--- src/rtl/alarm_ctrl.sv ---
// Alarm controller: BCD alarm register, minute-edge match trigger, ring/snooze FSM and buzzer tone.
// Optional build macro SNOOZE_LIMIT_EN caps snoozes per alarm event at MAX_SNOOZE.
module alarm_ctrl #(
  parameter int RING_SEC   = 60,
  parameter int SNOOZE_MIN = 5,
  parameter int TONE_DIV   = 1000,
  parameter int MAX_SNOOZE = 3
) (
  input  logic       clk,
  input  logic       rstn,
  input  logic       sec_tick,
  input  logic [3:0] hourdec_now,
  input  logic [3:0] hourone_now,
  input  logic [3:0] mindec_now,
  input  logic [3:0] minone_now,
  input  logic       set_alarm,
  input  logic [3:0] hourdec_set,
  input  logic [3:0] hourone_set,
  input  logic [3:0] mindec_set,
  input  logic [3:0] minone_set,
  input  logic       arm,
  input  logic       stop,
  input  logic       snooze,
  output logic       ringing,
  output logic       snoozing,
  output logic       buzz,
  output logic       set_err
);
  localparam int RW = $clog2(RING_SEC + 1);
  localparam int SW = $clog2(SNOOZE_MIN * 60 + 1);
  localparam int TW = (TONE_DIV > 1) ? $clog2(TONE_DIV) : 1;
  localparam logic [RW-1:0] RING_LAST = RW'(RING_SEC - 1);
  localparam logic [SW-1:0] SNZ_LOAD  = SW'(SNOOZE_MIN * 60);
  localparam logic [TW-1:0] TONE_LAST = TW'(TONE_DIV - 1);

  typedef enum logic [1:0] {IDLE, RING, SNOOZE} state_t;
  state_t state;

  logic [3:0]    hourdec_a, hourone_a, mindec_a, minone_a;
  logic [RW-1:0] ring_cnt;
  logic [SW-1:0] snz_cnt;
  logic [TW-1:0] tone_cnt;
  logic          match, match_q, trigger, set_ok, snz_ok;

  assign set_ok = (hourdec_set <= 4'd2) && (hourone_set <= 4'd9) &&
                  (mindec_set <= 4'd5) && (minone_set <= 4'd9) &&
                  !((hourdec_set == 4'd2) && (hourone_set > 4'd3));
  assign match = (hourdec_now == hourdec_a) && (hourone_now == hourone_a) &&
                 (mindec_now == mindec_a) && (minone_now == minone_a);
  // match_q resets to 1 so a time already equal to 00:00 at reset does not ring
  assign trigger = arm & match & ~match_q;

`ifdef SNOOZE_LIMIT_EN
  localparam int NW = $clog2(MAX_SNOOZE + 1);
  logic [NW-1:0] snz_num;
  assign snz_ok = (snz_num != NW'(MAX_SNOOZE));
  always_ff @(posedge clk or negedge rstn) begin
    if (!rstn)                                   snz_num <= '0;
    else if (state == IDLE && trigger)           snz_num <= '0;
    else if (state == RING && arm && !stop && snooze && snz_ok)
                                                 snz_num <= snz_num + 1'b1;
  end
`else
  assign snz_ok = (MAX_SNOOZE != 0) | 1'b1;
`endif

  always_ff @(posedge clk or negedge rstn) begin
    if (!rstn) begin
      hourdec_a <= '0; hourone_a <= '0; mindec_a <= '0; minone_a <= '0;
      state     <= IDLE;
      ringing   <= 1'b0;
      snoozing  <= 1'b0;
      buzz      <= 1'b0;
      set_err   <= 1'b0;
      ring_cnt  <= '0;
      snz_cnt   <= '0;
      tone_cnt  <= '0;
      match_q   <= 1'b1;
    end else begin
      set_err <= set_alarm & ~set_ok;
      if (set_alarm && set_ok) begin
        hourdec_a <= hourdec_set; hourone_a <= hourone_set;
        mindec_a  <= mindec_set;  minone_a  <= minone_set;
      end
      match_q <= match;
      case (state)
        IDLE: if (trigger) begin
          state <= RING; ringing <= 1'b1;
          ring_cnt <= '0; tone_cnt <= '0; buzz <= 1'b0;
        end
        RING: begin
          if (!arm || stop || (sec_tick && ring_cnt == RING_LAST && !(snooze && snz_ok))) begin
            state <= IDLE; ringing <= 1'b0; snoozing <= 1'b0;
            buzz <= 1'b0; tone_cnt <= '0; ring_cnt <= '0; snz_cnt <= '0;
          end else if (snooze && snz_ok) begin
            state <= SNOOZE; ringing <= 1'b0; snoozing <= 1'b1;
            snz_cnt <= SNZ_LOAD; buzz <= 1'b0; tone_cnt <= '0;
          end else begin
            if (sec_tick) ring_cnt <= ring_cnt + 1'b1;
            if (tone_cnt == TONE_LAST) begin
              tone_cnt <= '0; buzz <= ~buzz;
            end else begin
              tone_cnt <= tone_cnt + 1'b1;
            end
          end
        end
        SNOOZE: begin
          if (!arm || stop) begin
            state <= IDLE; snoozing <= 1'b0; snz_cnt <= '0; ring_cnt <= '0;
          end else if (sec_tick) begin
            if (snz_cnt == SW'(1)) begin
              state <= RING; snoozing <= 1'b0; ringing <= 1'b1;
              snz_cnt <= '0; ring_cnt <= '0; tone_cnt <= '0; buzz <= 1'b0;
            end else begin
              snz_cnt <= snz_cnt - 1'b1;
            end
          end
        end
        default: begin
          state <= IDLE; ringing <= 1'b0; snoozing <= 1'b0; buzz <= 1'b0;
        end
      endcase
    end
  end
endmodule

--- config.mk ---
export PLATFORM = sky130hd
export DESIGN_NAME = alarm_ctrl
export DESIGN_NICKNAME = d
export VERILOG_FILES = /design/src/rtl/alarm_ctrl.sv
export SDC_FILE = /design/constraint.sdc
export NUM_CORES = 1
export LEC_CHECK = 0
export CAP_MARGIN = 40
export CORE_MARGIN = 2
export CORE_UTILIZATION = 40
export DETAILED_ROUTE_END_ITERATION = 8
export PLACE_DENSITY = 0.66
export SLEW_MARGIN = 5
export SYNTH_ARGS = -nofsm -noshare
export SYNTH_HDL_FRONTEND = slang
export SYNTH_SLANG_ARGS = --single-unit
export TNS_END_PERCENT = 100
--- constraint.sdc ---
create_clock -name clk -period 1.96 [get_ports clk]
set_clock_uncertainty 0.15 [all_clocks]
set_input_delay 0.392 -clock clk [delete_from_list [all_inputs] [get_ports clk]]
set_output_delay 0.392 -clock clk [all_outputs]
set_load 0.005 [all_outputs]
==> results.md <==
| Step | Metric | Value |
|:---|:---|:---|
| placed design | Worst setup slack after placement | -594 ps |
| sta | Total setup violations reported at the end of the flow | 20 |
| sta | F_max | 0.477 GHz |
| detailed routing | Total met3 wirelength after detailed routing | 306 µm |
| placed design | Post-detail-place hpwl | 4.64 mm |
| floorplan | Die boundary height | 85.9 µm |
| detailed routing | Via Count | 2424 |
| global routing | Wire length of the first global-routing pass | 11.2 mm |
| clock tree | H-tree Lvls | 2 |
| cells and area | Multi-input gate area | 1690 µm² |
| logic synthesis | Number of warning messages in the yosys log | 0 |
| pwr | Power density of the placed cells | 789 nW/µm² |
| sta | Slew @ Worst Pin | 686 ps |
| logic synthesis | Post-Synthesis Net Count | 306 |
| detailed routing | Met1 wire length | 3.12 mm |
| cells and area | Non-filler instance count after layout | 453 |
| cells and area | Number of antenna repair diodes | 0 |
| global routing | Number of antenna violations at the first check in global routing | 0 |
| detailed routing | Average wire length per cell after detail routing | 15.4 µm |
| floorplan | Standard-cell row count | 29 |
| outcome | Failing checks | negative setup slack |
| sta | Worst slew margin | 53.9% |
| logic synthesis | Number of synthesized flops with an enable pin | 0 |
| clock tree | Clock-pin slew of the registers on the worst-case setup and hold paths | 100 ps |
| global routing | Total global routing overflow | 0 |
| clock tree | TritonCTS buffer count | 5 |
| pwr | Worst IR drop on VDD | 0.000614 V |
| detailed routing | Met2 wire len | 3.45 mm |
| placed design | Final weighted congestion of routability-driven global placement | 0.833 |
| cells and area | Fillers | 516 |
| placed design | Count of placed standard cells including taps | 423 |
| global routing | Number of global-route vias before repair | 2461 |
| logic synthesis | Async set-reset flop share out of synthesis | 100% |
| worst hold path | Launch point of the worst hold path | hourone_set[1] |
| floorplan | Die area | 7370 µm² |
| critical path | Startpoint of the worst register-to-register path | snz_cnt[0]$_DFFE_PN0P_ |
| run | Max-Cap Viols | 0 |
| clock tree | Sinks on Clock Net | 48 |
| worst hold path | Path type of the worst min-delay path | primary input to register |
| sta | Setup slack after layout | -136 ps |
| cells and area | Number of nets in the final layout | 418 |
| detailed routing | Initial DRC count | 63 |
| detailed routing | Uppermost routed layer | met4 |
| logic synthesis | Cell variety after synth | 55 |
| sta | Final sum of negative setup slack | -1420 ps |
| logic synthesis | Total of flip-flops plus latches after synthesis | 48 |
| detailed routing | DR pass1 iterations | 6 |
| worst hold path | Instance count along the most critical hold path | 2 |
| sta | Shortest clock period the worst path allows after layout | 2100 ps |
| logic synthesis | Number of cells produced by synthesis | 263 |
| critical path | Crit Path Max Fanout | 7 |
| cells and area | Util after Layout | 63.5% |
| clock tree | TritonCTS clock tree | yes |
| floorplan | Width of the chip | 85.9 µm |
| sta | Number of hold violations in the final report | 0 |
| floorplan | CORE AREA | 6420 µm² |
| global routing | Maximum number of pins on one net before global-route repair | 26 |
| critical path | Required time of the critical path | 2010 ps |
| critical path | Worst r2r dst | ring_cnt[1]$_DFFE_PN0P_ |
| detailed routing | DR vias/cell | 5.35 |
| critical path | Arr. time, crit path | 2150 ps |
| detailed routing | Post-route antenna net violation count | 0 |
| cells and area | Register cell area after layout | 1210 µm² |
| clock tree | Maximum clock path buffer count | 2 |
| pwr | Leak pwr | 1.86 nW |
| logic synthesis | Synthesized area divided by synthesized cell count | 10.2 µm² |
| logic synthesis | Sequential area share after synthesis | 44.8% |
| global routing | Overall track demand over capacity in global routing | 19.0% |
| clock tree | Root buffer selected by CTS | sky130_fd_sc_hd__clkbuf_8 |
| placed design | Count of port buffers added during placement | 42 |
| cells and area | Synth-to-layout area growth | 52.2% |
| critical path | Start-to-end type of the worst setup path | register to register |
| floorplan | IO Pins | 43 |
| critical path | Length in cells of the worst reg-to-reg path | 9 |
| cells and area | Most common cell after layout, fill and taps aside | sky130_fd_sc_hd__buf_4 |
| logic synthesis | Post-Syn Area | 2680 µm² |
| cells and area | Commonest cells after routing, fill and taps aside | 64 x sky130_fd_sc_hd__buf_4, 44 x sky130_fd_sc_hd__dfrtp_1, 19 x sky130_fd_sc_hd__nor2_1, 18 x sky130_fd_sc_hd__nand2_1, 18 x sky130_fd_sc_hd__clkdlybuf4s50_1 |
| floorplan | Initial core utilization | 41.7% |
| sta | Unrepaired setup endpoints after global routing | true |
| cells and area | Share of final-layout standard cells stronger than drive strength 1 | 40.7% |
| detailed routing | Routed Wire Length | 6.98 mm |
| worst hold path | Min-Delay Endpoint | hourone_a[1]$_DFFE_PN0P_ |
| sta | Number of pins with negative max-slew slack in the final report | 0 |
| critical path | Critical Path End Type | register |
| sta | Fin crit share | 107% |
| critical path | Worst reg-to-reg setup slack | -140 ps |
| critical path | Critical path startpoint category | register |
| detailed routing | DRC violations left | 0 |
| outcome | Run status | finished with violations |
| clock tree | Later-pin clock latency in the skew report | 310 ps |
| logic synthesis | Leading register cell type out of synthesis | sky130_fd_sc_hd__dfrtp_1 |
==> power breakdown <==
group | switching [mW] | internal, mW | leakage [nW]
Clock | 0.364 | 0.286 | 0.0434
Sequential | 0.146 | 1.13 | 0.641
Combinational | 0.598 | 0.695 | 1.17
==> routing by layer <==
layer	GRT usage [%]	vias up
met5	0	-
met4	5.05	0
met3	4.81	10
met2	31.9	54
met1	24.3	1174
li1	-	1186
==> registers in the layout (all words and copies together), names as in the netlist, 2 cells and up <==
name	count
tone_cnt	10
snz_cnt	9
ring_cnt	6
hourdec_a	4
hourone_a	4
mindec_a	4
minone_a	4
state	2
==> critical path, cell delays in order, from the launching register on <==
cell and delay, ps:
sky130_fd_sc_hd__dfrtp_1 420, sky130_fd_sc_hd__ha_4 160, sky130_fd_sc_hd__nor4b_4 130, sky130_fd_sc_hd__buf_4 150, sky130_fd_sc_hd__a311oi_4 400, sky130_fd_sc_hd__a2111oi_4 60
sky130_fd_sc_hd__a21o_4 250, sky130_fd_sc_hd__buf_4 140, sky130_fd_sc_hd__nand3_1 70, sky130_fd_sc_hd__o21ai_1 60
==> repair_timing <==
item	in CTS	in global routing
resized for setup	43	64
cloned	1	1
endpoints found under the setup margin	40	42
hold buffers	1	0
hold endpoints to repair	22	0
pin swaps	18	31
setup buffers	9	11
==> final cells by class <==
class / instances / area share [%]
clock inverter: 2 / 0.368
inverter: 5 / 0.460
tap: 77 / 2.36
sequential: 48 / 29.6
multi-input combinational: 204 / 41.5
clock buffer: 6 / 2.02
timing repair buffer: 111 / 23.7
==> cells by family (layout without fill, tap and decap cells) <==
group           count (synthesis)  count (layout)  share of synthesized area (%)
flops                          48              48                           44.8
compound gates                 70              71                           19.1
fa+ha+maj                       4               4                           1.87
buf+inv                        12             124                           2.01
mux                            16              16                           6.63
simple gates                   97              97                           20.3
xor+xnor                       16              16                           5.23
==> per-stage QoR <==
stage	total power, mW	hold WS (ps)	cell area [µm²]
finish	3.22	235	4080
global route	3.41	239	4080
CTS	3.00	328	3800
detailed placement	2.20	269	3520
global placement	2.19	271	3520
floorplan	1.80	-53.6	2690
==> how the worst max path moves through the flow <==
stage               cells after the start                 endpoint               startpoint
floorplan                               6         buzz$_DFFE_PN0P_            minone_now[2]
global route                            9  ring_cnt[4]$_DFFE_PN0P_   snz_cnt[1]$_DFFE_PN0P_
finish                                  9  ring_cnt[1]$_DFFE_PN0P_   snz_cnt[0]$_DFFE_PN0P_
global placement                        7         buzz$_DFFE_PN0P_            mindec_now[2]
CTS                                     6         buzz$_DFFE_PN0P_  minone_a[1]$_DFFE_PN0P_
detailed placement                      8  tone_cnt[8]$_DFFE_PN0P_           hourdec_now[2]
==> synthesized netlist by cell type, types with 2 or more instances <==
| library cell | count | area [µm²] |
|---|---|---|
| sky130_fd_sc_hd__o31ai_1 | 6 | 45.0 |
| sky130_fd_sc_hd__nand2_1 | 20 | 75.1 |
| sky130_fd_sc_hd__nor2_1 | 23 | 86.3 |
| sky130_fd_sc_hd__nor3b_1 | 3 | 22.5 |
| sky130_fd_sc_hd__or3_1 | 2 | 12.5 |
| sky130_fd_sc_hd__nor4_4 | 2 | 42.5 |
| sky130_fd_sc_hd__o21ai_0 | 28 | 140 |
| sky130_fd_sc_hd__a211oi_1 | 2 | 15.0 |
| sky130_fd_sc_hd__buf_2 | 4 | 20.0 |
| sky130_fd_sc_hd__a21o_1 | 2 | 15.0 |
| sky130_fd_sc_hd__ha_1 | 4 | 50.1 |
| sky130_fd_sc_hd__a21oi_1 | 9 | 45.0 |
| sky130_fd_sc_hd__and3_1 | 4 | 25.0 |
| sky130_fd_sc_hd__o21ai_1 | 3 | 15.0 |
| sky130_fd_sc_hd__nand2b_1 | 7 | 43.8 |
| sky130_fd_sc_hd__mux2_2 | 14 | 158 |
| sky130_fd_sc_hd__dfrtp_1 | 47 | 1180 |
| sky130_fd_sc_hd__clkbuf_1 | 2 | 7.51 |
| sky130_fd_sc_hd__mux2i_1 | 2 | 20.0 |
| sky130_fd_sc_hd__xnor2_1 | 16 | 140 |
| sky130_fd_sc_hd__nand4_1 | 7 | 43.8 |
| sky130_fd_sc_hd__nand3_1 | 7 | 35.0 |
| sky130_fd_sc_hd__nor2b_1 | 7 | 43.8 |
| sky130_fd_sc_hd__and2_1 | 3 | 18.8 |
| sky130_fd_sc_hd__nor3_1 | 5 | 25.0 |
| sky130_fd_sc_hd__inv_1 | 5 | 18.8 |
No activity file was read; power rests on OpenSTA's default activity.
==> variant 1, RTL diff (same flow settings) <==
The parameter `TONE_DIV` goes from 1000 to 500.
--- a/src/rtl/alarm_ctrl.sv
+++ b/src/rtl/alarm_ctrl.sv
@@ -5,3 +5,3 @@
   parameter int SNOOZE_MIN = 5,
-  parameter int TONE_DIV   = 1000,
+  parameter int TONE_DIV   = 500,
   parameter int MAX_SNOOZE = 3
Function: no difference found for any inputs over 10 cycles, from zero or initial values and one cycle with rstn low; that may be too few to reach the edited logic, so the function may still have changed.
==> variant 1 against the original RTL <==
  * The run still ends with negative setup slack left
  * Cell count is 3.1% lower
  * Highest routed layer unchanged
  * Critical path type unchanged
  * Final area is 3.8% lower
  * Critical endpoint is now tone_cnt[6]
  * Sequential cell count is 1 lower
  * Setup slack worse by 21 ps
  * Synthesized area is 1.7% lower
  * Routed wire length is 6.0% lower
  * Non-clock buffer count is 10 lower
Power is not compared: it rests on default switching activity, and its combinational part moved more than twofold at a synthesized area within 25%.
==> variant 1: results (changes against the original RTL) <==
total track usage=18.9% (was 19.0%); FF-to-FF End=tone_cnt[6] (was ring_cnt[1]); Max FO, Critical Path=5 (was 7); Reg2Reg Depth=5 (was 9); Post-CTS Setup Inserts=3 (was 9); crit-path leading delay family=compound AO/OA/AOI/OAI gates (unchanged); Clock Sinks=47 (was 48); synth unique cells=53 (was 55); Final Setup Violations=15 (was 20); Non-Clock Inverter Count=13 (was 5); first drt pass iteration count=4 (was 6); final setup margin=-157 ps (was -136 ps); critical path launch point=minone_a[0] (was snz_cnt[0]); top post-synthesis cells by count=dfrtp_1 (46), o21ai_0 (19), xor2_1 (16) (was dfrtp_1 (47), o21ai_0 (28), nor2_1 (23)); routed len/inst=14.9 um (was 15.4 um); worst skew pair latency=310 ps (about the same); Critical Path Max Stage Delay=450 ps (was 420 ps); cell count after placement=420 (was 423); slowest CP cell=o41a_1 (was dfrtp_1); sequential share of the synthesized area=44.7% (was 44.8%); NumNets Final=404 (was 418); Synth area leaders=dfrtp_1 (44%), mux2_2 (6.0%), xor2_1 (5.3%), o21ai_0 (3.6%), a211o_1 (2.7%) (was dfrtp_1 (44%), mux2_2 (5.9%), o21ai_0 (5.2%), xnor2_1 (5.2%), nor2_1 (3.2%)); DR iter-0 viols=112 (was 63); Non-clk bufs=101 (was 111); Die Width=85.2 um (was 85.9 um); Vias=2356 (was 2424); final-layout clock-cell area share=2.87% (was 2.39%); failing checks=negative setup slack (unchanged); sequential share of cell area=30.0% (was 29.6%); routability cong.=0.782 (was 0.833); Util after Layout=61.8% (was 63.5%); buffering overhead=23.5% (was 23.7%); global-route wire length before repair=11000 um (was 11200 um); post-CTS sizing=19 (was 43); Detail Placement HPWL=4630 um (was 4640 um); synthesized net count=299 (was 306); largest net degree at the start of global routing=22 (was 26); post-placement cell area=3530 um^2 (was 3520 um^2); pre-CTS setup slack=-603 ps (was -594 ps); synthesized netlist cell count=256 (was 263); DR vias/cell=5.37 (was 5.35); Multi-input comb cells=193 (was 204); share of cells above drive strength 1=32.6% (was 40.7%); Top Registers=snz_cnt x9, tone_cnt x9, ring_cnt x6 (was tone_cnt x10, snz_cnt x9, ring_cnt x6); fillers=559 (was 516); worst hold slack=334 ps (was 235 ps); outcome=complete, but fails checks (unchanged)
variant 1: cell count changes after synthesis, moves of 3 or more:
cell      before  now
nand2_1       20   13
o31ai_1        6    3
nor2_1        23   15
a31oi_1        0    5
nor3_1         5   10
xor2_1         0   16
o21ai_0       28   19
nand4_1        7    2
o211ai_1       0    3
nor4_2         0    4
xnor2_1       16    0
and3_1         4   10
inv_1          5   13
a211o_1        0    8
variant 1: worst min-delay path by stage:
| stage | startpoint | to | depth (start not counted) |
|---|---|---|---|
| 5_1_grt | hourone_set[1] | hourone_a[1] | 2 |
| 6_report | hourone_set[1] | hourone_a[1] | 2 |
| 3_3_place_gp | rstn | snz_cnt[1] | 1 |
| 2_1_floorplan | rstn | buzz | 0 |
| 4_1_cts | mindec_set[1] | mindec_a[1] | 2 |
| 3_5_place_dp | rstn | snz_cnt[1] | 1 |
variant 1: logic make-up after synthesis:
| family | after synthesis | share of synthesized area, % |
|---|---|---|
| buffers and inverters | 17 | 2.80 |
| adders and majority gates | 4 | 1.90 |
| muxes | 16 | 6.74 |
| and+or+nand+nor | 87 | 20.1 |
| DFF | 47 | 44.7 |
| AOI/OAI and AO/OA | 69 | 18.5 |
| xor gates and xnor gates | 16 | 5.32 |
variant 1: power by group through the flow:
stage	registers [W]	clock network [W]	logic, W
6_report	0.00110	0.000728	0.000400
4_1_cts	0.00110	0.000746	0.000388
5_1_grt	0.00111	0.000778	0.000442
3_5_place_dp	0.00112	0	0.000385
3_3_place_gp	0.00111	0	0.000374
2_1_floorplan	0.00110	0	0.000173
variant 1: metal layers:
metal  global-route usage [%]  share of wire [%]  vias up
met1                     24.9                 45     1154
li1                         -                  -     1157
met5                        0                  0        -
met3                     3.40                2.8        6
met2                     31.9                 51       39
met4                     5.48                1.3        0
==> variant 2, RTL diff (same flow settings) <==
Without the edit above. Put one more register stage on the output `snoozing`, with the module's reset. The value now appears one clock later. The other outputs are not delayed to match.
--- a/src/rtl/alarm_ctrl.sv
+++ b/src/rtl/alarm_ctrl.sv
@@ -36,2 +36,4 @@
   typedef enum logic [1:0] {IDLE, RING, SNOOZE} state_t;
+
+  logic snoozing_s0;
   state_t state;
@@ -71,3 +73,3 @@
       ringing   <= 1'b0;
-      snoozing  <= 1'b0;
+      snoozing_s0 <= 1'b0;
       buzz      <= 1'b0;
@@ -92,6 +94,6 @@
           if (!arm || stop || (sec_tick && ring_cnt == RING_LAST && !(snooze && snz_ok))) begin
-            state <= IDLE; ringing <= 1'b0; snoozing <= 1'b0;
+            state <= IDLE; ringing <= 1'b0; snoozing_s0 <= 1'b0;
             buzz <= 1'b0; tone_cnt <= '0; ring_cnt <= '0; snz_cnt <= '0;
           end else if (snooze && snz_ok) begin
-            state <= SNOOZE; ringing <= 1'b0; snoozing <= 1'b1;
+            state <= SNOOZE; ringing <= 1'b0; snoozing_s0 <= 1'b1;
             snz_cnt <= SNZ_LOAD; buzz <= 1'b0; tone_cnt <= '0;
@@ -108,6 +110,6 @@
           if (!arm || stop) begin
-            state <= IDLE; snoozing <= 1'b0; snz_cnt <= '0; ring_cnt <= '0;
+            state <= IDLE; snoozing_s0 <= 1'b0; snz_cnt <= '0; ring_cnt <= '0;
           end else if (sec_tick) begin
             if (snz_cnt == SW'(1)) begin
-              state <= RING; snoozing <= 1'b0; ringing <= 1'b1;
+              state <= RING; snoozing_s0 <= 1'b0; ringing <= 1'b1;
               snz_cnt <= '0; ring_cnt <= '0; tone_cnt <= '0; buzz <= 1'b0;
@@ -119,3 +121,3 @@
         default: begin
-          state <= IDLE; ringing <= 1'b0; snoozing <= 1'b0; buzz <= 1'b0;
+          state <= IDLE; ringing <= 1'b0; snoozing_s0 <= 1'b0; buzz <= 1'b0;
         end
@@ -124,2 +126,10 @@
   end
+  always_ff @(posedge clk or negedge rstn) begin
+    if (!rstn) begin
+      snoozing <= '0;
+    end else begin
+      snoozing <= snoozing_s0;
+    end
+  end
+
 endmodule
Check against the original RTL: not equivalent (Yosys sat finds a counterexample within 4 cycles, from zero or initial values and one cycle with rstn low).
==> variant 2 against the original RTL <==
  * The run still ends with negative setup slack left
  * Critical endpoint is now tone_cnt[9]
  * Final area is 2.2% higher
  * Synthesized area decreased by 1.0%
  * Cell count is 0.88% higher
  * Sequential cell count is 1 higher
  * Setup slack worse by 200 ps
  * Routed wire length up 5.5%
Power is not compared: it rests on default switching activity, and its combinational part moved more than twofold at a synthesized area within 25%.
==> variant 2: results (changes against the original RTL) <==
first drt pass iteration count=4 (was 6); routed length on met2=3850 um (was 3450 um); worst hold path startpoint=snoozing_s0 (was hourone_set[1]); failing checks=negative setup slack (unchanged); worst skew pair latency=310 ps (about the same); largest net degree at the start of global routing=22 (was 26); CTS Buffer Depth=2 (unchanged); Synth area leaders=dfrtp_1 (45%), mux2_2 (5.5%), xnor2_1 (5.3%), o21ai_0 (4.1%), a31oi_1 (2.4%) (was dfrtp_1 (44%), mux2_2 (5.9%), o21ai_0 (5.2%), xnor2_1 (5.2%), nor2_1 (3.2%)); Final Setup Violations=28 (was 20); synthesized net count=307 (was 306); vias in the first global route=2561 (was 2461); Metal-1 WL=3140 um (was 3120 um); drt total wl=7360 um (was 6980 um); leakage power=about 1.8 nW; asr flop ratio synth=100% (unchanged); Post-CTS Setup Inserts=8 (was 9); final setup margin=-336 ps (was -136 ps); post-CTS sizing=54 (was 43); Max FO, Critical Path=5 (was 7); outcome=complete, but fails checks (unchanged); total track usage=21.0% (was 19.0%); NumNets Final=422 (was 418); global-route wire length before repair=12200 um (was 11200 um); sequential share of the synthesized area=46.3% (was 44.8%); top post-synthesis cells by count=dfrtp_1 (48), o21ai_0 (22), xnor2_1 (16) (was dfrtp_1 (47), o21ai_0 (28), nor2_1 (23)); Vias=2492 (was 2424); synth unique cells=50 (was 55); grt met3 use=2.53% (was 4.81%); total CTS buffers=5 (unchanged); DR vias/cell=5.45 (was 5.35); post-placement cell area=3560 um^2 (was 3520 um^2); Slew HR=68.5% (was 53.9%); area of the multi-input gates=1590 um^2 (was 1690 um^2); Global Route met1 Usage=26.5% (was 24.3%); clk slew on worst S/H paths=90 ps; DR iter-0 viols=103 (was 63); critical path launch point=snz_cnt[1] (was snz_cnt[0]); share of cells above drive strength 1=35.3% (was 40.7%); Worst EP arrival=2330 ps (was 2150 ps); fillers=504 (was 516); Top Metal Used=met4 (unchanged); cell count after placement=427 (was 423); GRT met2 Usage=37.4% (was 31.9%); routability cong.=0.818 (was 0.833); YS warnings=0 (unchanged); port bufs=42 (unchanged); Detail Placement HPWL=4730 um (was 4640 um); HP Class=flip-flop to flip-flop (was primary input to flip-flop); pre-CTS setup slack=-675 ps (was -594 ps); Top Registers=tone_cnt x10, snz_cnt x9, ring_cnt x6 (unchanged); met3 WL post-DR=258 um (was 306 um); Setup TNS=-5840 ps (was -1420 ps); Syn Area/Cell=10.1 um^2 (was 10.2 um^2)
==> variant 2: cell count changes after synthesis, sizes merged, moves of 4 or more <==
cell / unedited run / this run
nor2: 23 / 11
a31oi: 0 / 10
inv: 5 / 11
nand2: 20 / 14
o21ai: 31 / 25
a22o: 1 / 5
o21a: 1 / 5
==> variant 2: worst paths after layout <==
kind | end | slack, ps | cells past startpoint
max in group asynchronous | snz_cnt[8] | 630 | 3
setup reg to reg | tone_cnt[9] | -340 | 8
min in group asynchronous | ring_cnt[1] | 420 | 2
hold reg to reg | snoozing | 260 | 0
hold / removal | snoozing | 260 | 0
setup / recovery | tone_cnt[9] | -340 | 8
==> variant 2: final cells by class <==
type	count	area share (%)
Tap cell	77	2.31
Inverter	11	0.990
Clock inverter	2	0.420
Multi-Input combinational cell	196	38.1
Sequential cell	49	29.4
Timing Repair Buffer	116	26.8
Clock buffer	6	1.98
==> variant 2: power groups by stage <==
stage	clock [W]	sequential, W	combinational, W
3_3_place_gp	0	0.00112	0.000299
4_1_cts	0.000671	0.00111	0.000343
3_5_place_dp	0	0.00113	0.000307
6_report	0.000659	0.00111	0.000351
5_1_grt	0.000722	0.00112	0.000379
2_1_floorplan	0	0.00112	0.000142
==> variant 2: critical path, stage by stage, from the launching register on <==
cell     delay [ps]
dfrtp_1         400
inv_2            80
ha_4            130
or4b_4          460
or4_4           430
a21oi_2         150
o21a_4          190
buf_12          120
a31oi_1          80
==> variant 2: cell families (layout without fill, tap and decap cells) <==
kind of cell	count (synthesis)	after routing	share of synthesized area [%]
AOI/OAI and AO/OA	79	79	19.6
xor gates and xnor gates	16	16	5.28
adders and majority gates	4	4	1.89
buffers and inverters	19	135	2.97
DFF	49	49	46.3
muxes	16	16	6.65
and+or+nand+nor	81	81	17.3
